<file path="config.mk">
export PLATFORM = sky130hd
export DESIGN_NAME = exmem_skid_buffer_flat
export DESIGN_NICKNAME = d
export VERILOG_FILES = /design/src/rtl/exmem_skid_buffer_if.sv /design/src/rtl/exmem_skid_buffer.sv /design/src/flat_wrapper.sv
export SDC_FILE = /design/constraint.sdc
export NUM_CORES = 1
export LEC_CHECK = 0
export CORE_MARGIN = 2
export CORE_UTILIZATION = 50
export CTS_CLUSTER_SIZE = 20
export DETAILED_ROUTE_END_ITERATION = 8
export GPL_TIMING_DRIVEN = 0
export PLACE_DENSITY_LB_ADDON = 0.15
export SYNTH_ARGS = -nofsm -noshare
export SYNTH_HDL_FRONTEND = slang
export SYNTH_SLANG_ARGS = --single-unit
</file>
<file path="constraint.sdc">
create_clock -name clk -period 2.1 [get_ports clk]
set_clock_uncertainty 0.2 [all_clocks]
set_input_delay 0.42 -clock clk [delete_from_list [all_inputs] [get_ports clk]]
set_output_delay 0.42 -clock clk [all_outputs]
set_load 0.05 [all_outputs]
</file>
<file path="src/rtl/exmem_skid_buffer_if.sv">
// Execute-to-memory stage bus: upstream handshake + payload, downstream handshake + head entry.
// slave is the buffer's view; master is the surrounding pipeline's view.
interface exmem_skid_buffer_if #(
    parameter int N     = 18,
    parameter int LANES = 3,
    parameter int WAW   = 4
);
    logic                 flush;

    logic                 in_valid;
    logic                 in_ready;
    logic [LANES*N-1:0]   ALUResult;
    logic [LANES*N-1:0]   memoryDirection2;
    logic [LANES*N-1:0]   memoryDirection3;
    logic [LANES*N-1:0]   writeData;
    logic [LANES-1:0]     lane_mask;
    logic [WAW-1:0]       WA3;
    logic                 PCSrc;
    logic                 RegWrite;
    logic                 MemtoReg;
    logic                 MemWrite;

    logic                 out_valid;
    logic                 out_ready;
    logic [LANES*N-1:0]   q1;
    logic [LANES*N-1:0]   q2;
    logic [LANES*N-1:0]   q3;
    logic [LANES*N-1:0]   writeDataO;
    logic [WAW-1:0]       WA3O;
    logic                 PCSrcO;
    logic                 RegWriteO;
    logic                 MemtoRegO;
    logic                 MemWriteO;
    logic [LANES-1:0]     mem_we;
    logic [1:0]           occ;

    modport slave (
        input  flush,
        input  in_valid, ALUResult, memoryDirection2, memoryDirection3, writeData,
        input  lane_mask, WA3, PCSrc, RegWrite, MemtoReg, MemWrite,
        output in_ready,
        input  out_ready,
        output out_valid, q1, q2, q3, writeDataO, WA3O,
        output PCSrcO, RegWriteO, MemtoRegO, MemWriteO, mem_we, occ
    );

    modport master (
        output flush,
        output in_valid, ALUResult, memoryDirection2, memoryDirection3, writeData,
        output lane_mask, WA3, PCSrc, RegWrite, MemtoReg, MemWrite,
        input  in_ready,
        output out_ready,
        input  out_valid, q1, q2, q3, writeDataO, WA3O,
        input  PCSrcO, RegWriteO, MemtoRegO, MemWriteO, mem_we, occ
    );
endinterface

</file>
<file path="src/rtl/exmem_skid_buffer.sv">
// Execute-to-memory pipeline register with a two-entry skid buffer, flush and per-lane store mask.
// state | meaning
// EMPTY | no entry held, outputs show stale main payload, control gated off
// ONE   | main holds the head entry, skid unused
// TWO   | main is head, skid holds the entry absorbed during a stall; in_ready low
module exmem_skid_buffer #(
    parameter int N     = 18,
    parameter int LANES = 3,
    parameter int WAW   = 4
) (
    input  logic               clk,
    input  logic               reset,
    exmem_skid_buffer_if.slave bus
);

    typedef struct packed {
        logic [LANES*N-1:0] alu;
        logic [LANES*N-1:0] md2;
        logic [LANES*N-1:0] md3;
        logic [LANES*N-1:0] wd;
        logic [LANES-1:0]   lane_mask;
        logic [WAW-1:0]     wa3;
        logic               pcsrc;
        logic               reg_write;
        logic               memto_reg;
        logic               mem_write;
    } entry_t;

    // Encoding equals the occupancy so occ is a direct view of the state.
    typedef enum logic [1:0] {
        EMPTY = 2'd0,
        ONE   = 2'd1,
        TWO   = 2'd2
    } state_t;

    state_t state, state_nxt;
    entry_t main_q, main_nxt;
    entry_t skid_q, skid_nxt;
    entry_t in_entry;
    logic   in_ready_q;
    logic   out_valid;
    logic   push;
    logic   pop;

    assign in_entry.alu       = bus.ALUResult;
    assign in_entry.md2       = bus.memoryDirection2;
    assign in_entry.md3       = bus.memoryDirection3;
    assign in_entry.wd        = bus.writeData;
    assign in_entry.lane_mask = bus.lane_mask;
    assign in_entry.wa3       = bus.WA3;
    assign in_entry.pcsrc     = bus.PCSrc;
    assign in_entry.reg_write = bus.RegWrite;
    assign in_entry.memto_reg = bus.MemtoReg;
    assign in_entry.mem_write = bus.MemWrite;

    assign out_valid = (state != EMPTY);
    assign push      = bus.in_valid & in_ready_q;
    assign pop       = out_valid & bus.out_ready;

    always_ff @(posedge clk) begin
        if (reset) begin
            state      <= EMPTY;
            main_q     <= '0;
            skid_q     <= '0;
            in_ready_q <= 1'b1;
        end else begin
            state      <= state_nxt;
            main_q     <= main_nxt;
            skid_q     <= skid_nxt;
            in_ready_q <= (state_nxt != TWO);
        end
    end

    // Flush only moves the state; stale payload in main stays visible while EMPTY.
    always_comb begin
        state_nxt = state;
        main_nxt  = main_q;
        skid_nxt  = skid_q;
        if (bus.flush) begin
            state_nxt = EMPTY;
        end else begin
            case (state)
                EMPTY: begin
                    if (push) begin
                        main_nxt  = in_entry;
                        state_nxt = ONE;
                    end
                end
                ONE: begin
                    if (push && pop) begin
                        main_nxt = in_entry;
                    end else if (push) begin
                        skid_nxt  = in_entry;
                        state_nxt = TWO;
                    end else if (pop) begin
                        state_nxt = EMPTY;
                    end
                end
                TWO: begin
                    if (pop) begin
                        main_nxt  = skid_q;
                        state_nxt = ONE;
                    end
                end
                default: state_nxt = EMPTY;
            endcase
        end
    end

    assign bus.in_ready   = in_ready_q;
    assign bus.out_valid  = out_valid;
    assign bus.occ        = state;

    assign bus.q1         = main_q.alu;
    assign bus.q2         = main_q.md2;
    assign bus.q3         = main_q.md3;
    assign bus.writeDataO = main_q.wd;
    assign bus.WA3O       = main_q.wa3;

    assign bus.PCSrcO     = out_valid & main_q.pcsrc;
    assign bus.RegWriteO  = out_valid & main_q.reg_write;
    assign bus.MemtoRegO  = out_valid & main_q.memto_reg;
    assign bus.MemWriteO  = out_valid & main_q.mem_write;
    assign bus.mem_we     = {LANES{out_valid & main_q.mem_write}} & main_q.lane_mask;

endmodule

</file>
<file path="src/flat_wrapper.sv">
// flat-port wrapper written by rule: the top's interface ports become plain ports
module exmem_skid_buffer_flat 
#(
    parameter int N     = 18,
    parameter int LANES = 3,
    parameter int WAW   = 4
)
  (clk, reset, bus_flush, bus_in_valid, bus_ALUResult, bus_memoryDirection2, bus_memoryDirection3, bus_writeData, bus_lane_mask, bus_WA3, bus_PCSrc, bus_RegWrite, bus_MemtoReg, bus_MemWrite, bus_in_ready, bus_out_ready, bus_out_valid, bus_q1, bus_q2, bus_q3, bus_writeDataO, bus_WA3O, bus_PCSrcO, bus_RegWriteO, bus_MemtoRegO, bus_MemWriteO, bus_mem_we, bus_occ);
  exmem_skid_buffer_if #(.N(N), .LANES(LANES), .WAW(WAW)) bus_i ();
  input  logic clk;
  input  logic reset;
  input wire logic [$bits(bus_i.flush)-1:0] bus_flush;
  input wire logic [$bits(bus_i.in_valid)-1:0] bus_in_valid;
  input wire logic [$bits(bus_i.ALUResult)-1:0] bus_ALUResult;
  input wire logic [$bits(bus_i.memoryDirection2)-1:0] bus_memoryDirection2;
  input wire logic [$bits(bus_i.memoryDirection3)-1:0] bus_memoryDirection3;
  input wire logic [$bits(bus_i.writeData)-1:0] bus_writeData;
  input wire logic [$bits(bus_i.lane_mask)-1:0] bus_lane_mask;
  input wire logic [$bits(bus_i.WA3)-1:0] bus_WA3;
  input wire logic [$bits(bus_i.PCSrc)-1:0] bus_PCSrc;
  input wire logic [$bits(bus_i.RegWrite)-1:0] bus_RegWrite;
  input wire logic [$bits(bus_i.MemtoReg)-1:0] bus_MemtoReg;
  input wire logic [$bits(bus_i.MemWrite)-1:0] bus_MemWrite;
  output wire logic [$bits(bus_i.in_ready)-1:0] bus_in_ready;
  input wire logic [$bits(bus_i.out_ready)-1:0] bus_out_ready;
  output wire logic [$bits(bus_i.out_valid)-1:0] bus_out_valid;
  output wire logic [$bits(bus_i.q1)-1:0] bus_q1;
  output wire logic [$bits(bus_i.q2)-1:0] bus_q2;
  output wire logic [$bits(bus_i.q3)-1:0] bus_q3;
  output wire logic [$bits(bus_i.writeDataO)-1:0] bus_writeDataO;
  output wire logic [$bits(bus_i.WA3O)-1:0] bus_WA3O;
  output wire logic [$bits(bus_i.PCSrcO)-1:0] bus_PCSrcO;
  output wire logic [$bits(bus_i.RegWriteO)-1:0] bus_RegWriteO;
  output wire logic [$bits(bus_i.MemtoRegO)-1:0] bus_MemtoRegO;
  output wire logic [$bits(bus_i.MemWriteO)-1:0] bus_MemWriteO;
  output wire logic [$bits(bus_i.mem_we)-1:0] bus_mem_we;
  output wire logic [$bits(bus_i.occ)-1:0] bus_occ;
  assign bus_i.flush = bus_flush;
  assign bus_i.in_valid = bus_in_valid;
  assign bus_i.ALUResult = bus_ALUResult;
  assign bus_i.memoryDirection2 = bus_memoryDirection2;
  assign bus_i.memoryDirection3 = bus_memoryDirection3;
  assign bus_i.writeData = bus_writeData;
  assign bus_i.lane_mask = bus_lane_mask;
  assign bus_i.WA3 = bus_WA3;
  assign bus_i.PCSrc = bus_PCSrc;
  assign bus_i.RegWrite = bus_RegWrite;
  assign bus_i.MemtoReg = bus_MemtoReg;
  assign bus_i.MemWrite = bus_MemWrite;
  assign bus_in_ready = bus_i.in_ready;
  assign bus_i.out_ready = bus_out_ready;
  assign bus_out_valid = bus_i.out_valid;
  assign bus_q1 = bus_i.q1;
  assign bus_q2 = bus_i.q2;
  assign bus_q3 = bus_i.q3;
  assign bus_writeDataO = bus_i.writeDataO;
  assign bus_WA3O = bus_i.WA3O;
  assign bus_PCSrcO = bus_i.PCSrcO;
  assign bus_RegWriteO = bus_i.RegWriteO;
  assign bus_MemtoRegO = bus_i.MemtoRegO;
  assign bus_MemWriteO = bus_i.MemWriteO;
  assign bus_mem_we = bus_i.mem_we;
  assign bus_occ = bus_i.occ;
  exmem_skid_buffer #(.N(N), .LANES(LANES), .WAW(WAW)) u_core (.clk(clk), .reset(reset), .bus(bus_i));
endmodule
</file>
==> reports/qor.csv, run 1 <==
metric,value,unit
core,38600,µm²
tightestPinTransition,999,ps
rows,72,
hold_path_class,input port to flip-flop,
vias,16935,
crit_buf_inv,1,
fp.dieArea,40500,µm²
syn_avg_cell_area,8.68,µm²
relSlewSlack,0.334,
cts_made_buffers,47,
wl_per_cell,17.2,µm
cp-start-kind,flip-flop,
synthTopCellsByArea,"dfxtp_1 47%, mux2i_1 12%, nand2_1 8.8%",
grt_usage,0.272,
crit_arrival,1580,ps
die_w,201,µm
clkTransAtPathRegs,60,ps
p_per_area,789,nW/µm²
drc,0,
cp_top_family,simple AND/OR/NAND/NOR gates,
drtIter0Drc,814,
viasPerCell,5.11,
yosysMostFrequentCell,dfxtp_1,
critPathKind,flip-flop to output port,
placed_cells,3219,
ys_ff_latch,457,
period_share,1.05,
root_buffer,clkbuf_16,
rsz0062_at_grt,true,
p_clk_frac,0.385,
die_h,201,µm
ir_worst_vdd,0.692,mV
grt_overflow_total,0,
crit_chain,or2_4 -> and3_4 -> buf_8,
post-synth-top-area-cell,dfxtp_1,
dp.final_hpwl,42.3,mm
netSwitchingPower,5.77,mW
antenna_found_initial,12,
crit_required,1480,ps
area_delta_synth_final,38.1,%
seqPwrFrac,0.436,
htree_levels,2,
design_area,26800,µm²
setup_violations,9,
yosysSeqAreaShare,0.470,
synthesis.area,19400,µm²
yosysUniqueCellTypes,24,
outcome,"finished, violations left",
drt_wl_total,57.0,mm
place.gp.congestion,0.859,
worst-path-max-fanout,8,
violations,setup timing,
synth-edff-count,0,
slew_viol_final,0,
setup_ws,-99.8,ps
yosysWarnings,0,
dr.pass1.iters,5,
synth_top_area_share,0.470,
fmax,455,MHz
portBuffers,461,
r2r-start,u_core.bus.occ[1],
power.leakage,11.6,nW
grt_max_degree,14,
final_nets,2983,
drv_cap,0,
switching_share,0.272,
hp-start,reset,
grt_pass1_wl,88.2,mm
cts_buffer_depth,3,
power_frac_comb,0.179,
clock_sinks,457,
end_kind,output port,
clock_latency,560,ps
hold_viol,0,
syn_inst,2240,
drive_gt1_frac,0.235,
fillerInstances,3091,
placed_cell_area,24700,µm²
internal_power,15.4,mW
synthesis.nets,2472,
critPathLaunch,u_core.bus.occ[1],
total_power,21.2,mW
grt_pass1_vias,16774,
ys.flop_type,dfxtp_1,
cts_tree,built,
layout.cells.non_filler,3314,
ios,463,
crit_slowest_cell,dfxtp_4,
slowest_delay,360,ps
min_period,2200,ps
initial_utilization,0.504,
synth_common_cells,"457 x dfxtp_1, 455 x nand2_1, 228 x a21oi_1, 228 x mux2i_1",
async_flop_share,0,
ant_nets,0,
-- logic make-up after synthesis --
family          share of synthesized area
compound gates                      0.148
buf+inv                             0.127
flops                               0.470
mux                                 0.117
simple gates                        0.137
-- placed cells by master (no fill, tap or decap), types with 2 or more instances in the layout --
cell	count
nand2_1	455
dfxtp_1	454
buf_4	252
clkdlybuf4s50_1	230
mux2i_1	228
a21oi_1	228
nor2_1	227
a211oi_1	224
clkdlybuf4s15_2	219
clkbuf_1	72
clkbuf_16	49
clkbuf_4	39
buf_2	35
clkbuf_8	15
diode_2	9
buf_6	8
clkinv_2	8
clkbuf_2	7
buf_8	6
and2_4	4
a211oi_2	3
and3_4	3
and3b_1	2
dlygate4sd2_1	2
dfxtp_2	2
-- power groups by stage --
| stage | sequential (mW) | clock [mW] | combinational (mW) |
|---|---|---|---|
| finish | 9.23 | 8.15 | 3.80 |
| floorplan | 9.36 | 0 | 2.40 |
| detailed placement | 9.41 | 0 | 3.81 |
| global placement | 9.40 | 0 | 3.77 |
| global route | 9.26 | 8.63 | 4.01 |
| CTS | 9.22 | 8.28 | 3.76 |
-- worst paths after layout --
check | slack [ps] | to | cells after the start
worst max-delay path | -100 | bus_mem_we[2] | 3
worst min-delay path | 90 | u_core.bus.in_ready | 2
worst max register to register | 70 | u_core.skid_q[132] | 7
worst min register to register | 250 | u_core.skid_q[187] | 2
-- repair_timing --
action                     in CTS  in global routing
buffers inserted                3                  0
resized for setup             736                123
pin swaps                       1                  7
hold buffers                    0                  0
setup endpoints to repair     604                380
-- final cells by class --
cell class / count / area, µm² / area share
diodes: 9 / 22.5 / 0.000839
plain buffers: 396 / 2700 / 0.100
clock buffers: 77 / 1480 / 0.0552
clock inverters: 8 / 40.0 / 0.00149
inverters: 1 / 3.75 / 0.000140
multi-input cells: 1384 / 7880 / 0.293
flip-flops and latches: 457 / 9160 / 0.341
well taps: 518 / 648 / 0.0241
repair buffers: 464 / 4930 / 0.184
-- flip-flops by register name, indices dropped and copies added, names as in the netlist --
| register | cells |
|---|---|
| u_core.main_q | 7 |
| u_core.bus.WA3O | 4 |
| u_core.bus.q1 | 54 |
| u_core.bus.occ | 2 |
| u_core.bus.writeDataO | 54 |
| u_core.skid_q | 227 |
| u_core.bus.q3 | 54 |
| u_core.bus.q2 | 54 |
| u_core.bus.in_ready | 1 |
-- per-stage QoR --
stage               setup TNS [ps]  hold WS [ps]  utilization  worst slack [ps]
floorplan                        0           236            -              87.2
global placement           -275040           240        0.641              -789
detailed placement         -297660           246        0.641              -853
CTS                          -3100          83.5        0.689              -148
global route                 -3020           117        0.696              -139
finish                        -636          91.1        0.696             -99.8
-- metal layers --
metal	up-vias	part of all wire	track usage
li1	8390	-	-
met1	7914	0.40	0.313
met2	504	0.49	0.473
met3	119	0.078	0.0786
met4	8	0.037	0.116
met5	-	0.00081	0
(Power assumes the default switching activity.)
==> inputs of run 2 (changes only) <==
- TNS_END_PERCENT: not set -> 50
==> run 2 against run 1 <==
Net effect:
- the flow still finishes with violations (setup timing)
- cell area hardly changed
- hold slack worse by 6.9 ps
- total power barely moved
- clock power barely moved
- flip-flop and latch count unchanged
- sequential share of layout area about the same
- combinational power about the same
- critical path type unchanged
==> reports/qor.csv, run 2 (synthesis gave the netlist of run 1 again) <==
metric,value,unit,change
layout_common_cells,"455 x nand2_1, 454 x dfxtp_1, 251 x buf_4",,"was 455 x nand2_1, 454 x dfxtp_1, 252 x buf_4"
setup_ws,-107,ps,was -99.8 ps
hold_path_end,u_core.bus.in_ready,,unchanged
fillerInstances,3096,,was 3091
antenna_found_initial,12,,unchanged
cp-start-kind,flip-flop,,unchanged
rrSetupSlack,60,ps,was 70 ps
fp.dieArea,40500,µm²,unchanged
cts_buffer_depth,3,,unchanged
root_buffer,clkbuf_16,,unchanged
layout.cells.non_filler,3315,,was 3314
violations,setup timing,,unchanged
ir_worst_vdd,0.693,mV,was 0.692 mV
placed_cells,3219,,unchanged
total_power,21.2,mW,about the same
drv_cap,0,,unchanged
relSlewSlack,0.325,,was 0.334
die_w,201,µm,unchanged
slew_viol_final,0,,unchanged
wl_per_cell,17.2,µm,about the same
clock_latency,570,ps,was 560 ps
dp.final_hpwl,42.3,mm,unchanged
clock_sinks,457,,unchanged
core,38600,µm²,unchanged
drc,0,,unchanged
place.gp.congestion,0.859,,unchanged
worst-path-max-fanout,8,,unchanged
cts_made_buffers,47,,unchanged
htree_levels,2,,unchanged
ant_nets,0,,unchanged
grt_usage,0.272,,unchanged
largest_register,u_core.skid_q,,unchanged
grt_pass1_wl,88.2,mm,unchanged
whs_path_depth,2,,unchanged
viasPerCell,5.13,,was 5.11
tightestPinTransition,1010,ps,was 999 ps
setup_violations,10,,was 9
rr_endpoint,u_core.skid_q[132],,unchanged
drive_gt1_frac,0.236,,was 0.235
hold_path_class,input port to flip-flop,,unchanged
drt_wl_total,57.2,mm,was 57.0 mm
min_period,2210,ps,was 2200 ps
cts_tree,built,,unchanged
fmax,453,MHz,was 455 MHz
dr.pass1.iters,5,,unchanged
hold_viol,0,,unchanged
crit_required,1480,ps,about the same
area_delta_synth_final,38.1,%,about the same
hp-start,reset,,unchanged
rsz0062_at_grt,true,,unchanged
end_kind,output port,,unchanged
grt_pass1_vias,16774,,unchanged
final_common_cell,nand2_1,,unchanged
drtIter0Drc,860,,was 814
vias,17021,,was 16935
crit_arrival,1590,ps,was 1580 ps
reg2regPathDepth,7,,unchanged
clkTransAtPathRegs,60,ps,about the same
p_per_area,789,nW/µm²,about the same
hold_buffers,0,,unchanged
die_h,201,µm,unchanged
grt_max_degree,14,,unchanged
period_share,1.05,,about the same
final_nets,2984,,was 2983
power.leakage,11.6,nW,unchanged
ios,463,,unchanged
initial_utilization,0.504,,unchanged
rows,72,,unchanged
grt_overflow_total,0,,unchanged
critPathKind,flip-flop to output port,,unchanged
largest_reg_flops,227,,unchanged
portBuffers,461,,unchanged
outcome,"finished, violations left",,unchanged
r2r-start,u_core.bus.occ[1],,unchanged
[run 2: cell types whose count changed in the layout (fill, tap and decap cells not counted), sizes merged]
cell,delta
clkbuf,+4
clkdlybuf4s18,-1
buf,-2
[run 2: worst max-delay path: stages (launching register included)]
cell and delay [ps]:
dfxtp_4 360, or2_4 310, and3_4 190, buf_8 150
[run 2: metrics by stage]
step / cell area, µm² / utilization / TNS, ps / setup slack [ps] / hold WS, ps
after CTS: 26600 / 0.689 / -3100 / -148 / 83.5
final: 26800 / 0.696 / -720 / -107 / 84.1
after global routing: 26800 / 0.696 / -3020 / -142 / 119
after global placement: 24700 / 0.641 / -275040 / -789 / 240
after detailed placement: 24700 / 0.641 / -297660 / -853 / 246
after floorplan: 19500 / - / 0 / 87.2 / 236
[run 2: worst max-delay path by stage]
| stage | slack (ps) | cells past startpoint | endpoint | from |
|---|---|---|---|---|
| 6_report | -110 | 3 | bus_mem_we[2] | u_core.bus.occ[1] |
| 5_1_grt | -140 | 3 | bus_mem_we[2] | u_core.bus.occ[1] |
| 4_1_cts | -150 | 3 | bus_mem_we[1] | u_core.bus.occ[0] |
| 3_5_place_dp | -850 | 7 | u_core.bus.q2[50] | bus_out_ready |
| 3_3_place_gp | -790 | 7 | u_core.bus.q2[49] | bus_out_ready |
| 2_1_floorplan | 90 | 3 | bus_mem_we[0] | u_core.bus.occ[1] |
[run 2: metal layers]
metal / vias up / share of wire / GRT usage / wire (µm)
met1: 7988 / 0.40 / 0.313 / 22700
met2: 513 / 0.49 / 0.473 / 27900
met4: 8 / 0.036 / 0.116 / 2080
met3: 120 / 0.077 / 0.0786 / 4410
li1: 8392 / - / - / -
met5: - / 0.00080 / 0 / 46
[run 2: repair_timing]
action | in CTS | in global routing
setup buffers | 3 | 0
endpoints found under the setup margin | 604 | 380
pin swaps | 1 | 7
resized for setup | 736 | 117
[run 2: layout make-up]
type,instances,area (µm²),area share
diodes,9,22.5,0.000839
clock buffers,77,1480,0.0552
well taps,518,648,0.0241
plain buffers,397,2700,0.100
multi-input cells,1384,7880,0.293
flip-flops and latches,457,9160,0.341
clock inverters,8,40.0,0.00149
inverters,1,3.75,0.000140
repair buffers,464,4920,0.183
[run 2: power breakdown]
group	leakage [nW]	internal [mW]	switching, mW
Sequential	3.73	9.03	0.194
Clock	0.758	4.79	3.38
Combinational	7.08	1.58	2.22
==> inputs of run 3 (changes only) <==
- CAP_MARGIN: not set -> 40
- TNS_END_PERCENT: 50 -> not set
==> run 3 against run 2 <==
Net effect:
- the run still ends with setup timing left
- total power is 2.5% higher
- sequential share of layout area shrank 0.24 points
- maximum frequency about the same
- non-clock buffer count is 3 higher
- routed wire length up 0.41%
- clock power up 6.4%
- clock-buffer cell count shrank 11
- first-iteration DRC count down 0.93%
- worst setup slack lost 1.7 ps
- via count rose by 0.21%
- largest cell class unchanged
- register-to-register slack about the same
- critical path type unchanged
- core utilization up 0.51 points
==> reports/qor.csv, run 3 (synthesis gave the netlist of run 1 again) <==
metric,value,unit,change
outcome,"finished, violations left",,unchanged
violations,setup timing,,unchanged
crit_arrival,1590,ps,about the same
core,38600,µm²,unchanged
design_area,27000,µm²,was 26800 µm²
wl_per_cell,17.3,µm,was 17.2 µm
crit_required,1480,ps,about the same
root_buffer,clkbuf_16,,unchanged
drv_cap,0,,unchanged
layout_common_cells,"455 x nand2_1, 454 x dfxtp_1, 239 x buf_4",,"was 455 x nand2_1, 454 x dfxtp_1, 251 x buf_4"
r2r-start,u_core.bus.occ[1],,unchanged
final_common_cell,nand2_1,,unchanged
grt_pass1_wl,88.4,mm,was 88.2 mm
antenna_found_initial,8,,was 12
whs_path_depth,2,,unchanged
area_delta_synth_final,39.1,%,was 38.1%
cp-start-kind,flip-flop,,unchanged
setup_violations,8,,was 10
drtIter0Drc,852,,was 860
initial_utilization,0.504,,unchanged
relSlewSlack,0.444,,was 0.325
grt_usage,0.273,,was 0.272
dr.pass1.iters,8,,was 5
placed_cell_area,24700,µm²,about the same
ir_worst_vdd,0.626,mV,was 0.693 mV
hp-start,reset,,unchanged
rows,72,,unchanged
drc,0,,unchanged
hold_viol,0,,unchanged
die_w,201,µm,unchanged
grt_pass1_vias,16792,,was 16774
fp.dieArea,40500,µm²,unchanged
vias,17056,,was 17021
setup_ws,-109,ps,was -107 ps
total_power,21.7,mW,was 21.2 mW
place.gp.congestion,0.859,,unchanged
ant_nets,0,,unchanged
largest_reg_flops,227,,unchanged
viasPerCell,5.14,,was 5.13
clock_sinks,457,,unchanged
power.leakage,11.6,nW,about the same
largest_register,u_core.skid_q,,unchanged
min_period,2210,ps,about the same
htree_levels,2,,unchanged
end_kind,output port,,unchanged
ios,463,,unchanged
clock_latency,580,ps,was 570 ps
rr_endpoint,u_core.skid_q[193],,was u_core.skid_q[132]
final_nets,2987,,was 2984
dp.final_hpwl,42.4,mm,was 42.3 mm
drive_gt1_frac,0.246,,was 0.236
fmax,453,MHz,about the same
drt_wl_total,57.4,mm,was 57.2 mm
clkTransAtPathRegs,60,ps,about the same
hold_path_class,input port to flip-flop,,unchanged
hold_path_end,u_core.bus.in_ready,,unchanged
grt_max_degree,16,,was 14
grt_overflow_total,0,,unchanged
die_h,201,µm,unchanged
period_share,1.05,,about the same
worst-path-max-fanout,8,,unchanged
whs,73.3,ps,was 84.1 ps
finalSetupTns,-666,ps,was -720 ps
p_per_area,803,nW/µm²,was 789 nW/µm²
reg2regPathDepth,6,,was 7
hold_buffers,0,,unchanged
cts_made_buffers,47,,unchanged
rrSetupSlack,70,ps,was 60 ps
portBuffers,461,,unchanged
critPathKind,flip-flop to output port,,unchanged
slew_viol_final,0,,unchanged
tightestPinTransition,834,ps,was 1010 ps
cts_buffer_depth,3,,unchanged
rsz0062_at_grt,true,,unchanged
cts_tree,built,,unchanged
## run 3: worst max-delay path, cell delays in order (launching register included)
cell and delay [ps]:
dfxtp_4 370, or2_4 310, and3_4 190, buf_8 150
## run 3: report_power, final
part           internal (mW)  switching (mW)
clock                   5.21            3.48
sequential              9.03           0.195
combinational           1.59            2.23
total                   15.8            5.90
## run 3: area by class of cell
type	count	area [µm²]
Fill cell	3033	11500
Sequential cell	457	9160
Multi-Input combinational cell	1384	7940
Timing Repair Buffer	467	4950
Buffer	397	2690
Clock buffer	66	1420
Tap cell	518	648
Clock inverter	21	220
Antenna cell	6	15.0
Inverter	1	3.75
## run 3: metal layers
metal / GRT usage / share of wire
met1: 0.316 / 0.40
met2: 0.483 / 0.49
met3: 0.0792 / 0.078
met4: 0.0945 / 0.033
met5: 0 / 0.00068
## run 3: worst max path at each step
stage	start	end	slack [ps]	cells past startpoint
CTS	u_core.bus.occ[0]	bus_mem_we[1]	-160	3
global placement	bus_out_ready	u_core.bus.q2[49]	-790	7
floorplan	u_core.bus.occ[1]	bus_mem_we[0]	90	3
finish	u_core.bus.occ[1]	bus_mem_we[2]	-110	3
detailed placement	bus_out_ready	u_core.bus.q2[50]	-820	7
global route	u_core.bus.occ[1]	bus_mem_we[2]	-160	3
## run 3: stage by stage
| step | cells | setup WS [ps] | util |
|---|---|---|---|
| final | 3317 | -109 | 0.701 |
| after global routing | 3316 | -159 | 0.701 |
| after CTS | 3310 | -164 | 0.693 |
| after detailed placement | 3220 | -822 | 0.641 |
| after global placement | 3219 | -789 | 0.641 |
| after floorplan | 2240 | 87.2 | - |
## run 3: timing repair
action                     CTS  global route
resized for setup          738           129
setup buffers                4             1
pin swaps                    2             8
setup endpoints to repair  604           383
